$ cat src/rtl/mem_bus_pkg.sv
// Shared widths, FSM encoding and parity helper for the 16x8 memory bus responder.
// Optional feature macro MEM_BUS_PARITY_EN (see mem_bus_array / mem_bus_responder).
package mem_bus_pkg;

  localparam int ADDR_W = 4;
  localparam int DATA_W = 8;
  localparam int DEPTH  = 16;

  typedef enum logic [1:0] {
    IDLE = 2'd0,
    WAIT = 2'd1,
    DONE = 2'd2
  } state_t;

  // Even parity: the stored bit makes the total count of ones even.
  function automatic logic even_par(input logic [DATA_W-1:0] d);
    return ^d;
  endfunction

endpackage

$ cat src/rtl/mem_bus_array.sv
// 16x8 storage: synchronous write, combinational read, optional clear on RESET; no backpressure.
// With MEM_BUS_PARITY_EN defined, a per-word even-parity bit is stored (PAR_INJ flips it) and checked on read.
module mem_bus_array
  import mem_bus_pkg::*;
#(
  parameter bit INIT_ZERO = 1'b1
) (
  input  logic              CLK,
  input  logic              RESET,
  input  logic              wr_en,
  input  logic [ADDR_W-1:0] wr_addr,
  input  logic [DATA_W-1:0] wr_data,
  input  logic [ADDR_W-1:0] rd_addr,
`ifdef MEM_BUS_PARITY_EN
  input  logic              wr_par_inj,
  output logic              rd_par_err,
`endif
  output logic [DATA_W-1:0] rd_data
);

  logic [DATA_W-1:0] mem [DEPTH];

  always_ff @(posedge CLK) begin
    if (RESET && INIT_ZERO) begin
      for (int i = 0; i < DEPTH; i++) mem[i] <= '0;
    end else if (wr_en) begin
      mem[wr_addr] <= wr_data;
    end
  end

  assign rd_data = mem[rd_addr];

`ifdef MEM_BUS_PARITY_EN
  logic par_mem [DEPTH];

  always_ff @(posedge CLK) begin
    if (RESET && INIT_ZERO) begin
      for (int i = 0; i < DEPTH; i++) par_mem[i] <= 1'b0;
    end else if (wr_en) begin
      par_mem[wr_addr] <= even_par(wr_data) ^ wr_par_inj;
    end
  end

  assign rd_par_err = even_par(mem[rd_addr]) != par_mem[rd_addr];
`endif

endmodule

$ cat src/rtl/mem_bus_responder.sv
// Memory bus responder: ACK one cycle after the DONE state, WAIT_STATES+2 cycles after accept; no queuing, requests ignored while BUSY.
// MEM_BUS_PARITY_EN adds the PAR_INJ port and parity error reporting on reads.
module mem_bus_responder
  import mem_bus_pkg::*;
#(
  parameter int unsigned WAIT_STATES = 1,
  parameter bit          INIT_ZERO   = 1'b1
) (
  input  logic              CLK,
  input  logic              RESET,
  input  logic              REQ,
  input  logic              READ,
  input  logic              WRITE,
  input  logic [ADDR_W-1:0] ADDR,
  input  logic [DATA_W-1:0] DATA_IN,
`ifdef MEM_BUS_PARITY_EN
  input  logic              PAR_INJ,
`endif
  output logic [DATA_W-1:0] DATA_OUT,
  output logic              ACK,
  output logic              BUSY,
  output logic              ERR
);

  localparam logic [3:0] WS = 4'(WAIT_STATES);

  state_t            state;
  logic [2:0]        wait_cnt;
  logic [3:0]        cnt_nxt;
  logic [ADDR_W-1:0] cap_addr;
  logic [DATA_W-1:0] cap_data;
  logic              cap_rd;
  logic              cap_wr;
  logic              accept;

  logic              wr_en;
  logic [ADDR_W-1:0] wr_addr;
  logic [DATA_W-1:0] wr_data;
  logic [DATA_W-1:0] rd_data;
  logic              rd_par_err;

  assign accept  = (state == IDLE) && REQ && (READ || WRITE);
  assign cnt_nxt = {1'b0, wait_cnt} + 4'd1;

`ifdef MEM_BUS_PARITY_EN
  logic cap_inj;
  logic wr_inj;
`endif

  // The write lands on the edge entering DONE; with no wait states that is the accept edge itself.
  always_comb begin
    wr_en   = 1'b0;
    wr_addr = cap_addr;
    wr_data = cap_data;
`ifdef MEM_BUS_PARITY_EN
    wr_inj  = cap_inj;
`endif
    if (!RESET) begin
      if (accept && WRITE && !READ && WS == 4'd0) begin
        wr_en   = 1'b1;
        wr_addr = ADDR;
        wr_data = DATA_IN;
`ifdef MEM_BUS_PARITY_EN
        wr_inj  = PAR_INJ;
`endif
      end else if (state == WAIT && cap_wr && !cap_rd && cnt_nxt == WS) begin
        wr_en = 1'b1;
      end
    end
  end

  mem_bus_array #(
    .INIT_ZERO (INIT_ZERO)
  ) u_array (
    .CLK        (CLK),
    .RESET      (RESET),
    .wr_en      (wr_en),
    .wr_addr    (wr_addr),
    .wr_data    (wr_data),
    .rd_addr    (cap_addr),
`ifdef MEM_BUS_PARITY_EN
    .wr_par_inj (wr_inj),
    .rd_par_err (rd_par_err),
`endif
    .rd_data    (rd_data)
  );

`ifndef MEM_BUS_PARITY_EN
  assign rd_par_err = 1'b0;
`endif

  always_ff @(posedge CLK) begin
    if (RESET) begin
      state    <= IDLE;
      wait_cnt <= '0;
      cap_addr <= '0;
      cap_data <= '0;
      cap_rd   <= 1'b0;
      cap_wr   <= 1'b0;
`ifdef MEM_BUS_PARITY_EN
      cap_inj  <= 1'b0;
`endif
      DATA_OUT <= '0;
      ACK      <= 1'b0;
      BUSY     <= 1'b0;
      ERR      <= 1'b0;
    end else begin
      ACK <= 1'b0;
      ERR <= 1'b0;
      case (state)
        IDLE: begin
          if (accept) begin
            cap_addr <= ADDR;
            cap_data <= DATA_IN;
            cap_rd   <= READ;
            cap_wr   <= WRITE;
`ifdef MEM_BUS_PARITY_EN
            cap_inj  <= PAR_INJ;
`endif
            wait_cnt <= '0;
            BUSY     <= 1'b1;
            state    <= (WS == 4'd0) ? DONE : WAIT;
          end
        end
        WAIT: begin
          wait_cnt <= cnt_nxt[2:0];
          if (cnt_nxt == WS) state <= DONE;
        end
        DONE: begin
          state <= IDLE;
          BUSY  <= 1'b0;
          ACK   <= 1'b1;
          ERR   <= (cap_rd && cap_wr) || (cap_rd && !cap_wr && rd_par_err);
          if (cap_rd && !cap_wr) DATA_OUT <= rd_data;
        end
        default: begin
          state <= IDLE;
          BUSY  <= 1'b0;
        end
      endcase
    end
  end

endmodule
$ cat config.mk
export PLATFORM = sky130hd
export DESIGN_NAME = mem_bus_responder
export DESIGN_NICKNAME = d
export VERILOG_FILES = /design/src/rtl/mem_bus_pkg.sv /design/src/rtl/mem_bus_array.sv /design/src/rtl/mem_bus_responder.sv
export SDC_FILE = /design/constraint.sdc
export NUM_CORES = 1
export LEC_CHECK = 0
export ABC_CLOCK_PERIOD_IN_PS = 8500
export BUFFER_PORTS_ARGS = -buffer_cell sky130_fd_sc_hd__buf_4
export CAP_MARGIN = 20
export CELL_PAD_IN_SITES_DETAIL_PLACEMENT = 0
export CELL_PAD_IN_SITES_GLOBAL_PLACEMENT = 1
export CORE_UTILIZATION = 55
export DETAILED_ROUTE_END_ITERATION = 6
export PLACE_DENSITY_LB_ADDON = 0.1
export SYNTH_ARGS = -nofsm -noshare
export SYNTH_HDL_FRONTEND = slang
export SYNTH_SLANG_ARGS = --single-unit
$ cat constraint.sdc
create_clock -name CLK -period 8.5 [get_ports CLK]
set_input_delay 1.7 -clock CLK [delete_from_list [all_inputs] [get_ports CLK]]
set_output_delay 1.7 -clock CLK [all_outputs]
set_load 0.01 [all_outputs]
==> results of run 1 <==
==> worst max-delay path: cells and delay by family <==
| kind | cells | cell delay [ns] |
|---|---|---|
| buffers and inverters | 1 | 0.22 |
| AND/OR/NAND/NOR | 2 | 1.52 |
| AO/OA/AOI/OAI | 1 | 0.73 |
==> area by class of cell <==
| class | count | area (sq um) |
|---|---|---|
| Inverter | 13 | 51.3 |
| Sequential cell | 158 | 4450 |
| Clock inverter | 14 | 166 |
| Timing Repair Buffer | 33 | 245 |
| Tap cell | 176 | 220 |
| Multi-Input combinational cell | 345 | 2810 |
| Fill cell | 1008 | 4930 |
| Clock buffer | 18 | 429 |
==> worst max path at each step <==
stage | endpoint | slack (ns) | start | cells past startpoint
6_report | u_array.mem[14][5] | 4.36 | RESET | 4
5_1_grt | u_array.mem[14][2] | 4.23 | RESET | 4
4_1_cts | u_array.mem[12][4] | 4.06 | RESET | 4
3_5_place_dp | u_array.mem[12][6] | 3.62 | RESET | 4
3_3_place_gp | u_array.mem[12][0] | 3.76 | RESET | 4
2_1_floorplan | u_array.mem[12][0] | 4.69 | RESET | 4
==> cell usage in the layout (no fill, tap or decap), types with 2 or more instances in the layout <==
cell,count
a21boi_1,2
a21oi_1,4
a221oi_1,8
a31oi_1,8
and2_1,97
buf_4,32
bufinv_16,3
clkbuf_16,17
clkinv_2,4
clkinvlp_4,4
dfxtp_1,29
edfxtp_1,128
ha_1,2
inv_1,12
inv_6,3
mux2i_1,62
mux4_2,8
nand2_1,5
nand2b_1,2
nand3_1,2
nand3b_1,6
nor2_1,26
nor2b_1,2
nor3_2,24
nor4_1,2
nor4_2,6
nor4_4,12
o21ai_0,12
o21ai_1,11
o22ai_1,16
or2_1,12
or3b_4,3
==> stage by stage <==
step / power, mW / std cells / instance area [sq um] / utilization, %
after floorplan: 0.975 / 558 / 7520 / -
after CTS: 1.77 / 756 / 8360 / 62.9
after global routing: 1.82 / 757 / 8370 / 62.9
after detailed placement: 1.02 / 724 / 7770 / 58.4
final: 1.76 / 757 / 8370 / 62.9
after global placement: 1.01 / 724 / 7770 / 58.4
==> kinds of logic after synthesis <==
| logic type | synth area share [%] |
|---|---|
| buf+inv | 3.53 |
| fa+ha+maj | 0.333 |
| simple gates | 20.9 |
| compound gates | 5.34 |
| flops | 59.1 |
| mux | 10.8 |
==> report_power, final <==
| group | internal (mW) | leakage [nW] | switching, mW | total, mW |
|---|---|---|---|---|
| logic | 0.0428 | 0.974 | 0.0741 | 0.117 |
| registers | 0.860 | 1.56 | 0.0217 | 0.882 |
| clock network | 0.462 | 0.283 | 0.302 | 0.764 |
==> layer usage <==
layer  vias up  wire (um)  global-route usage, %
li1       2081          -                      -
met1      2154       7410                   34.4
met2       102       7650                   38.6
met3        25        576                   4.36
met4         0        295                   9.34
met5         -          0                      0
==> flip-flops by register name, indices dropped and copies added (netlist names) <==
| signal | count |
|---|---|
| BUSY | 1 |
| cap_rd | 1 |
| ACK | 1 |
| cap_addr | 4 |
| wait_cnt | 3 |
| ERR | 1 |
| u_array.mem | 128 |
| DATA_OUT | 8 |
| cap_data | 8 |
| cap_wr | 1 |
| state | 2 |
==> flow_metrics.py, run 1 <==
metrics = {
    "global_route": {
        "grt_max_degree": 58,
        "track_usage_pct": 24.6,
        "grt-ovfl-total": 0,
        "antenna_found_initial": 0,
        "grt_pass1_vias": 4347,
        "grt_first_pass_wirelength_um": 25300,
    },
    "timing": {
        "finalSetupTns_ns": 0,
        "max_freq_mhz": 241,
        "finalMaxSlewViolations": 0,
        "max-slew-margin-rel_pct": 37.7,
        "clock_skew_ns": 0.00850,
        "hold_viol": 0,
        "timing.hold.ws_ns": 0.487,
        "fin_ws_ns": 4.36,
        "rsz0062_at_grt": "false",
        "setup_viol": 0,
        "period_needed_ns": 4.14,
        "fin_crit_sh_pct": 48.8,
        "tightest_slew_ns": 0.930,
    },
    "logic_synthesis": {
        "synth.most_common_cell": "edfxtp_1",
        "seq_area_frac_synth_pct": 59.1,
        "synth.largest_area_cell": "edfxtp_1",
        "synth_seq_cells": 158,
        "async_flop_share_pct": 0,
        "yosysUniqueCellTypes": 45,
        "synth_edf_count": 128,
        "synthDominantCellAreaShare_pct": 51.1,
        "synthesis.nets": 577,
        "yosysWarnings": 0,
        "synthCells": 558,
        "synth_commonest_cells": "128 x edfxtp_1, 97 x and2_1, 62 x mux2i_1",
        "synth_ff_type": "edfxtp_1",
        "syn-cell-area_sq_um": 7520,
        "synthTopCellsByArea": "edfxtp_1 51%, mux2i_1 8.3%, and2_1 8.1%, dfxtp_1 8.0%, nor4_4 3.4%",
        "syn-mean-instance-area_sq_um": 13.5,
    },
    "worst_setup_path": {
        "critical_path.endpoint_type": "flip-flop",
        "r2r-end": "u_array.mem[14][5]",
        "timing.critical_path.slowest_cell_delay_ns": 1.08,
        "crit_arrival_ns": 4.19,
        "critPathSlowestCell": "or4_2",
        "critPathLaunchType": "primary input",
        "r2r_slack_ns": 5.05,
        "crit_chain": "buf_4 > or3b_4 > or4_2 > o21ai_1",
        "worstSetupPathType": "primary input to flip-flop",
        "r2r.worst_path.cells": 5,
        "critPathMaxFanout": 36,
        "r2r-start": "wait_cnt[1]",
        "cp.required_ns": 8.55,
    },
    "cts": {
        "cts_made_buffers": 17,
        "cts_resized": 0,
        "cts.clk_slew.worst_paths_ns": 0.06,
        "cts-root-buf": "clkbuf_16",
        "clockBufferDepth": 2,
        "post_cts_buffers": 0,
        "h-tree-depth": 4,
        "cts_tree": "done",
        "cts-hold-fix-buffers": 0,
        "cts.sinks": 158,
        "clk_latency_ns": 0.42,
    },
    "route": {
        "wire_per_inst_um": 21.0,
        "antenna_left": 0,
        "drt_iter0_drc": 382,
        "drt-total-wl_um": 15900,
        "drtPass1Iterations": 5,
        "drc": 0,
        "via_per_inst": 5.76,
        "vias": 4362,
    },
    "min_path": {
        "hold_class": "flip-flop to flip-flop",
        "holdPathStages": 2,
        "min_to": "BUSY",
        "worstHoldStart": "BUSY",
    },
    "finish": {
        "syn_to_final_growth_pct": 11.3,
        "diodes": 0,
        "drive_gt1_share_pct": 21.5,
        "nets": 587,
    },
    "floorplanning": {
        "die-area_sq_um": 14100,
        "die_h_um": 119,
        "num_io_pins": 28,
        "fp-row-count": 42,
        "die_w_um": 119,
        "start_util_pct": 56.6,
        "core_sq_um": 13300,
    },
    "placed_design": {
        "numPortBuffers": 27,
        "gp_congestion": 0.761,
        "hpwl_um": 10900,
        "dp_slack_ns": 3.62,
    },
    "power": {
        "ir_worst_vdd_uv": 121,
        "power-per-cell-area_nw_per_um2": 211,
        "power.leakage_nw": 2.82,
    },
    "job": {
        "drv_cap": 0,
    },
    "run_status": {
        "status": "complete, no violations",
    },
}
Note: power is estimated with default switching activity, not from simulation.
==> run 2, diff against run 1 <==
Settings changed: ABC_CLOCK_PERIOD_IN_PS 8500 to 3770, CORE_UTILIZATION 55 to 47.
Clock period 8.5 ns to 3.77 ns, I/O delays scaled along.
==> run 2 against run 1 <==
Clock power rose by 110%. Sequential cell count did not move. Total power grew 120%. Die area rose by 17%. Largest power group unchanged. Critical endpoint is now u_array.mem[12][5]. Non-clock buffer count is 11 higher. Setup slack got worse by 3.6 ns.
==> flow_metrics.py, run 2 (same netlist as run 1, synthesis figures left out) <==
metrics = {
    "floorplanning": {
        "die_w_um": 128,
        "start_util_pct": 48.7,
        "core_sq_um": 15400,
        "die_h_um": 128,
        "fp-row-count": 45,
        "num_io_pins": 28,
        "die-area_sq_um": 16500,
    },
    "cts": {
        "cts_made_buffers": 17,
        "clk_latency_ns": 0.42,
        "cts-hold-fix-buffers": 0,
        "clockBufferDepth": 2,
        "cts.clk_slew.worst_paths_ns": 0.06,
        "cts_resized": 0,
        "h-tree-depth": 4,
        "post_cts_buffers": 0,
        "cts.sinks": 158,
        "cts-root-buf": "clkbuf_16",
        "cts_tree": "done",
    },
    "finish": {
        "fin_area_sq_um": 8460,
        "largest-register": "u_array.mem",
        "top_regs": "u_array.mem: 128 flops, DATA_OUT: 8 flops, cap_data: 8 flops",
        "diodes": 0,
        "drive_gt1_share_pct": 22.0,
        "num-fill-cells": 1334,
        "stdcell_count": 803,
        "largest_reg_flops": 128,
        "final_cell_mix": "128 x edfxtp_1, 97 x and2_1, 62 x mux2i_1, 44 x buf_4, 29 x dfxtp_1",
        "finish.utilization_pct": 54.8,
        "nets": 598,
        "final_common_cell": "edfxtp_1",
        "syn_to_final_growth_pct": 12.5,
    },
    "timing": {
        "finalMaxSlewViolations": 0,
        "fin_ws_ns": 0.785,
        "rsz0062_at_grt": "false",
        "clock_skew_ns": 0.00886,
        "setup_viol": 0,
        "fin_crit_sh_pct": 79.2,
        "period_needed_ns": 2.98,
        "max_freq_mhz": 335,
        "tightest_slew_ns": 0.963,
        "hold_viol": 0,
        "timing.hold.ws_ns": 0.469,
        "max-slew-margin-rel_pct": 35.4,
        "finalSetupTns_ns": 0,
    },
    "global_route": {
        "grt_first_pass_wirelength_um": 25700,
        "track_usage_pct": 22.1,
        "antenna_found_initial": 0,
        "grt-ovfl-total": 0,
        "grt_max_degree": 53,
        "grt_pass1_vias": 4482,
    },
    "power": {
        "power-per-cell-area_nw_per_um2": 458,
        "p_switching_uw": 872,
        "power.leakage_nw": 2.86,
        "p_int_mw": 3.00,
        "clkPwrFrac_pct": 41.5,
        "power_mw": 3.88,
        "p_sw_share_pct": 22.5,
        "ir_worst_vdd_uv": 302,
        "pwr-share-seq_pct": 51.2,
        "combPwrFrac_pct": 7.3,
    },
    "worst_setup_path": {
        "timing.critical_path.slowest_cell_delay_ns": 0.78,
        "cp.required_ns": 3.90,
        "crit_arrival_ns": 3.12,
        "critPathSlowestCell": "or4_2",
        "crit_chain": "ha_1 > a21boi_1 > a21oi_4 > or4_2 > buf_4 > o31ai_1 > buf_4",
        "worstSetupPathType": "flip-flop to flip-flop",
        "path_common_cell": "buf_4",
        "critPathLaunchType": "flip-flop",
        "critical_path.endpoint_type": "flip-flop",
        "critPathMaxFanout": 17,
    },
    "route": {
        "antenna_left": 0,
        "drc": 0,
        "drtPass1Iterations": 4,
        "drt-total-wl_um": 16700,
        "vias": 4373,
        "via_per_inst": 5.45,
        "drt_iter0_drc": 292,
        "wire_per_inst_um": 20.8,
    },
    "placed_design": {
        "hpwl_um": 11800,
        "gp_congestion": 0.780,
        "place_area_sq_um": 7900,
        "dp_cells": 771,
        "numPortBuffers": 27,
        "dp_slack_ns": 0.688,
    },
    "run_status": {
        "status": "complete, no violations",
    },
    "job": {
        "drv_cap": 0,
    },
    "min_path": {
        "hold_class": "flip-flop to flip-flop",
    },
}
[run 2: changes by cell type in the layout (fill, tap and decap cells not counted), sizes merged]
cell	before	now
inv	16	14
bufinv	3	2
buf	33	44
clkinvlp	4	1
clkinv	4	9
clkbuf	18	19
[run 2: path summary, 6_finish.rpt]
kind | startpoint | end | slack [ns] | cells past startpoint
setup / recovery | wait_cnt[1] | u_array.mem[12][5] | 0.79 | 7
hold / removal | BUSY | BUSY | 0.47 | 2
setup reg to reg | wait_cnt[1] | u_array.mem[12][5] | 0.79 | 7
hold reg to reg | BUSY | BUSY | 0.47 | 2
[run 2: layout make-up]
class	instances	area, sq um	share of cell area (%)
Clock buffer	19	433	5.12
Multi-Input combinational cell	345	2810	33.2
Timing Repair Buffer	44	330	3.91
Inverter	13	51.3	0.607
Sequential cell	158	4450	52.6
Tap cell	211	264	3.12
Clock inverter	13	123	1.45
[run 2: worst max-delay path, delay by kind of cell (launching register included)]
kind,cells,cell delay (ns)
adder cells (fa/ha/maj),1,0.20
AND/OR/NAND/NOR,1,0.78
AO/OA/AOI/OAI,3,0.84
buffers and inverters,2,0.49
flip-flops,1,0.37
[run 2: power groups by stage]
stage	clock network [mW]	registers, mW	logic (mW)
2_1_floorplan	0	1.99	0.204
3_3_place_gp	0	2.02	0.278
3_5_place_dp	0	2.02	0.284
4_1_cts	1.64	1.99	0.285
5_1_grt	1.70	1.99	0.305
6_report	1.61	1.99	0.282
[run 2: layer usage]
layer | track usage [%] | part of all wire (%)
met1 | 28.0 | 45
met5 | 0 | 0
met2 | 35.5 | 48
met3 | 7.44 | 5.6
met4 | 7.82 | 1.8
